<file path="src/rtl/shared_res_arbiter.sv">
// Round-robin owner arbitration for one shared single-bit resource, with an
// optional hold timeout and steering of the owner's data bit onto RES_IN.
module shared_res_arbiter #(
  parameter int NREQ     = 4,
  parameter int MAX_HOLD = 8
) (
  input  logic                    CLK,
  input  logic                    RST,
  input  logic [NREQ-1:0]         REQ,
  input  logic [NREQ-1:0]         DIN,
  output logic [NREQ-1:0]         GNT,
  output logic [$clog2(NREQ)-1:0] GNT_ID,
  output logic                    BUSY,
  output logic                    TIMEOUT,
  output logic                    RES_IN
);

  localparam int IDW = $clog2(NREQ);
  localparam int CW  = (MAX_HOLD == 0) ? 1 : $clog2(MAX_HOLD + 1);
  localparam logic [CW-1:0]  HOLD_LAST = (MAX_HOLD == 0) ? '0 : CW'(MAX_HOLD - 1);
  localparam logic [IDW-1:0] LAST_ID   = IDW'(NREQ - 1);
  localparam logic [NREQ-1:0] ONE      = {{(NREQ-1){1'b0}}, 1'b1};

  typedef enum logic [1:0] {
    S_IDLE,
    S_GRANT,
    S_RELEASE
  } state_t;

  state_t          state_q, state_d;
  logic [NREQ-1:0] gnt_q, gnt_d;
  logic [IDW-1:0]  gnt_id_q, gnt_id_d;
  logic [IDW-1:0]  last_q, last_d;
  logic            busy_q, busy_d;
  logic            timeout_q, timeout_d;
  logic [CW-1:0]   cnt_q, cnt_d;

  logic [IDW-1:0]  win_id;
  logic            win_found;

  // Search from last+1 upward with wrap; the index is reduced by subtraction
  // so a non-power-of-two NREQ never yields an out-of-range candidate.
  always_comb begin
    int             idx;
    logic [IDW-1:0] idx_id;
    win_id    = '0;
    win_found = 1'b0;
    idx       = 0;
    idx_id    = '0;
    for (int k = 1; k <= NREQ; k++) begin
      idx = int'(last_q) + k;
      if (idx >= NREQ) idx = idx - NREQ;
      idx_id = idx[IDW-1:0];
      if (!win_found && REQ[idx_id]) begin
        win_found = 1'b1;
        win_id    = idx_id;
      end
    end
  end

  always_comb begin
    state_d   = state_q;
    gnt_d     = gnt_q;
    gnt_id_d  = gnt_id_q;
    last_d    = last_q;
    busy_d    = busy_q;
    timeout_d = 1'b0;
    cnt_d     = cnt_q;
    case (state_q)
      S_IDLE, S_RELEASE: begin
        if (win_found) begin
          state_d  = S_GRANT;
          gnt_d    = ONE << win_id;
          gnt_id_d = win_id;
          last_d   = win_id;
          busy_d   = 1'b1;
          cnt_d    = '0;
        end else begin
          state_d = S_IDLE;
          gnt_d   = '0;
          busy_d  = 1'b0;
        end
      end
      S_GRANT: begin
        if (!REQ[gnt_id_q]) begin
          state_d = S_RELEASE;
          gnt_d   = '0;
          busy_d  = 1'b0;
        end else if ((MAX_HOLD != 0) && (cnt_q == HOLD_LAST)) begin
          // Preempted owner stays in last_q so it ranks lowest next time.
          state_d   = S_RELEASE;
          gnt_d     = '0;
          busy_d    = 1'b0;
          timeout_d = 1'b1;
        end else if (cnt_q != {CW{1'b1}}) begin
          cnt_d = cnt_q + 1'b1;
        end
      end
      default: begin
        state_d = S_IDLE;
        gnt_d   = '0;
        busy_d  = 1'b0;
      end
    endcase
  end

  always_ff @(posedge CLK or negedge RST) begin
    if (!RST) begin
      state_q   <= S_IDLE;
      gnt_q     <= '0;
      gnt_id_q  <= '0;
      last_q    <= LAST_ID;
      busy_q    <= 1'b0;
      timeout_q <= 1'b0;
      cnt_q     <= '0;
    end else begin
      state_q   <= state_d;
      gnt_q     <= gnt_d;
      gnt_id_q  <= gnt_id_d;
      last_q    <= last_d;
      busy_q    <= busy_d;
      timeout_q <= timeout_d;
      cnt_q     <= cnt_d;
    end
  end

  assign GNT     = gnt_q;
  assign GNT_ID  = gnt_id_q;
  assign BUSY    = busy_q;
  assign TIMEOUT = timeout_q;
  assign RES_IN  = busy_q & DIN[gnt_id_q];

endmodule

</file>
<file path="config.mk">
export PLATFORM = sky130hd
export DESIGN_NAME = shared_res_arbiter
export DESIGN_NICKNAME = d
export VERILOG_FILES = /design/src/rtl/shared_res_arbiter.sv
export SDC_FILE = /design/constraint.sdc
export NUM_CORES = 1
export LEC_CHECK = 0
export ABC_AREA = 1
export CAP_MARGIN = 20
export CORE_MARGIN = 4
export CORE_UTILIZATION = 51
export CTS_CLUSTER_DIAMETER = 120
export CTS_CLUSTER_SIZE = 30
export DETAILED_ROUTE_END_ITERATION = 10
export PLACE_DENSITY = 0.78
export SYNTH_ARGS = -nofsm -noshare
export SYNTH_HDL_FRONTEND = slang
export SYNTH_SLANG_ARGS = --single-unit
</file>
<file path="constraint.sdc">
create_clock -name CLK -period 2.2 [get_ports CLK]
set_input_delay 0.33 -clock CLK [delete_from_list [all_inputs] [get_ports CLK]]
set_output_delay 0.33 -clock CLK [all_outputs]
set_load 0.05 [all_outputs]
</file>
==> metrics.yaml <==
timing:
  post-route-period-util_pct: 87.8
  finClkSkew_ps: 6.82
  tightest_slew_ps: 640
  setup_tns_ps: 0
  max_freq_mhz: 518
  fin_crit_ps: 1930
  drv_slew: 0
  hold_viol_final: 0
  setup_slack_ps: 269
  rsz0062_at_grt: "false"
  setup_violations: 0
  relSlewSlack_pct: 57.2
final_layout:
  final_util_pct: 65.6
  area_growth_pct: 21.7
  layout-drive-gt1-share_pct: 14.8
  final_area_mm2: 0.00129
  n_antenna_cell: 0
  nFillCells: 212
  num-nets-final: 188
floorplanning:
  die_x_um: 53.5
  start_util_pct: 53.9
  core-area_mm2: 0.00196
  row_count: 16
  fp.dieH_um: 53.5
  ios: 19
  dieArea_mm2: 0.00287
route:
  drtPass1Iterations: 4
  postRouteAntennaNets: 0
  routedWlPerCell_um: 11.6
  wl_um: 2360
  route.vias.total: 1005
  viasPerCell: 4.95
  drtIter0Drc: 16
  detail_route.drc_violations: 0
setup_path:
  endpoint_kind: "output pin"
  required_ps: 1870
  slowest_delay_ps: 850
  setup.worst_path.start: "GNT_ID[0]"
  arrival_ps: 1600
  path_max_fanout: 8
  rr_worst_depth: 11
  critical_path.slowest_cell: "clkdlybuf4s50_1"
  r2r_end: "GNT_ID[0]"
  crit_buf_inv: 1
  crit_family: "buffers and inverters"
  cp_cell_sequence: "clkdlybuf4s50_1"
  crit_path_start_kind: "flip-flop"
  worst-setup-path-type: "reg2out"
  r2r_start: "last_q[0]"
  r2r_slack_ps: 430
synth:
  synthesis.area_mm2: 0.00106
  yosysSeqAreaShare_pct: 35.7
  synth_warnings: 0
  ys_types: 20
  synth_top_area_share_pct: 30.8
  synth_fp_nets: 167
  synthFlopType: "dfrtp_1"
  ys_ff_latch: 15
  syn_avg_cell_area_um2: 6.78
  synth_top_cell_by_area: "dfrtp_1"
  synthArstFlopShare_pct: 100
  synth_edf_count: 0
  synthCells: 156
  synth.top_cells.by_area: "dfrtp_1 31%, nand2_1 21%, nand3_1 6.2%"
global_routing:
  grt-ovfl-total: 0
  track_usage_pct: 19.4
  grt_pass1_vias: 982
  grt_max_degree: 16
  grt_pass1_wl_um: 4120
  antenna_found_initial: 0
cts:
  cts-buffers-inserted: 3
  cts.clk_slew.worst_paths_ps: 90
  cts_resized: 0
  root_buffer: "clkbuf_4"
  post-cts-setup-buffers: 0
  cts_tree: "built"
  cts_sinks: 15
  htreeDepth: 1
  insertion_delay_ps: 290
  clk_path_buf_depth: 2
  holdBufCountCts: 0
hold_path:
  hold_class: "in2async"
placement:
  gp_congestion: 0.737
  place_ws_ps: 298
  dpl_cell_area_mm2: 0.00126
  post-dp-hpwl_um: 1900
  port_buffers: 18
power:
  power_leakage_uw: 0.000695
  p_per_area_mw_per_mm2: 1620
  max-vdd-ir-drop_uv: 996
outcome:
  status: "complete, no violations"
run:
  cap_violations: 0
## kinds of logic (layout without fill, tap and decap cells)
| kind of cell | count (synthesis) | in the layout | share of synthesized area (%) |
|---|---|---|---|
| simple gates | 105 | 105 | 47.5 |
| xor+xnor | 1 | 1 | 0.829 |
| compound gates | 11 | 11 | 5.21 |
| buf+inv | 23 | 43 | 9.59 |
| flops | 15 | 15 | 35.7 |
| fa+ha+maj | 1 | 1 | 1.18 |
## layout make-up
cell class / instances / area, µm² / share of cell area [%]
clock buffer: 3 / 22.5 / 1.75
inverter: 21 / 78.8 / 6.13
sequential: 15 / 378 / 29.4
multi-input combinational: 118 / 578 / 44.9
tap: 27 / 33.8 / 2.63
clock inverter: 1 / 5.00 / 0.389
timing repair buffer: 18 / 190 / 14.8
## sequential cells by signal (all words and copies together), names as in the netlist
name,count
BUSY,1
GNT,4
GNT_ID,2
TIMEOUT,1
cnt_q,4
last_q,2
state_q,1
## through the flow
stage	cells	hold WS (ps)	power (µW)
after floorplan	156	34.4	1590
after global routing	203	475	2290
after global placement	199	466	1880
after detailed placement	199	464	1920
after CTS	203	459	2090
final	203	429	2080
## Yosys cell counts (all sizes together) (2+ instances only)
library cell and n:
dfrtp 13, dfstp 2, nand2 72, o21ai 8, nand3 14, inv 21, nand4 3, a21oi 3
nand3b 2, buf 2, nor2 13
## metal layers
| metal | global-route usage [%] | up-vias | part of all wire [%] |
|---|---|---|---|
| met5 | 0 | - | 0 |
| met4 | 6.38 | 0 | 1.2 |
| met3 | 2.22 | 6 | 2.5 |
| met2 | 33.1 | 16 | 48 |
| met1 | 25.5 | 455 | 48 |
| li1 | - | 528 | - |
## worst max path at each step
stage,endpoint,slack [ps],cells after the start
finish,GNT_ID[0],270,1
global route,GNT_ID[0],200,1
CTS,GNT_ID[0],260,1
detailed placement,cnt_q[1],300,8
global placement,cnt_q[0],320,8
floorplan,RES_IN,120,4
## layout by cell type, fill, tap and decap left out
cell,synthesis,final
nand2_1,60,60
clkdlybuf4s50_1,0,17
inv_1,16,16
dfrtp_1,13,13
nand3_1,13,13
nor2_1,12,12
nand2_2,9,9
inv_2,5,5
o21ai_0,4,4
o21ai_1,4,4
a21oi_1,3,3
nand2_4,3,3
nand4_1,3,3
clkbuf_4,0,3
nand3b_1,2,2
dfstp_2,2,2
nor2_8,1,1
nand3_4,1,1
xor2_1,1,1
nor3_1,1,1
ha_1,1,1
clkinv_2,0,1
buf_12,0,1
## where the power goes
part,leakage (µW),internal [µW],switching (µW)
registers,0.000193,383,98.9
clock network,0.0000177,67.6,89.5
logic,0.000485,469,975
(Power assumes the default switching activity.)
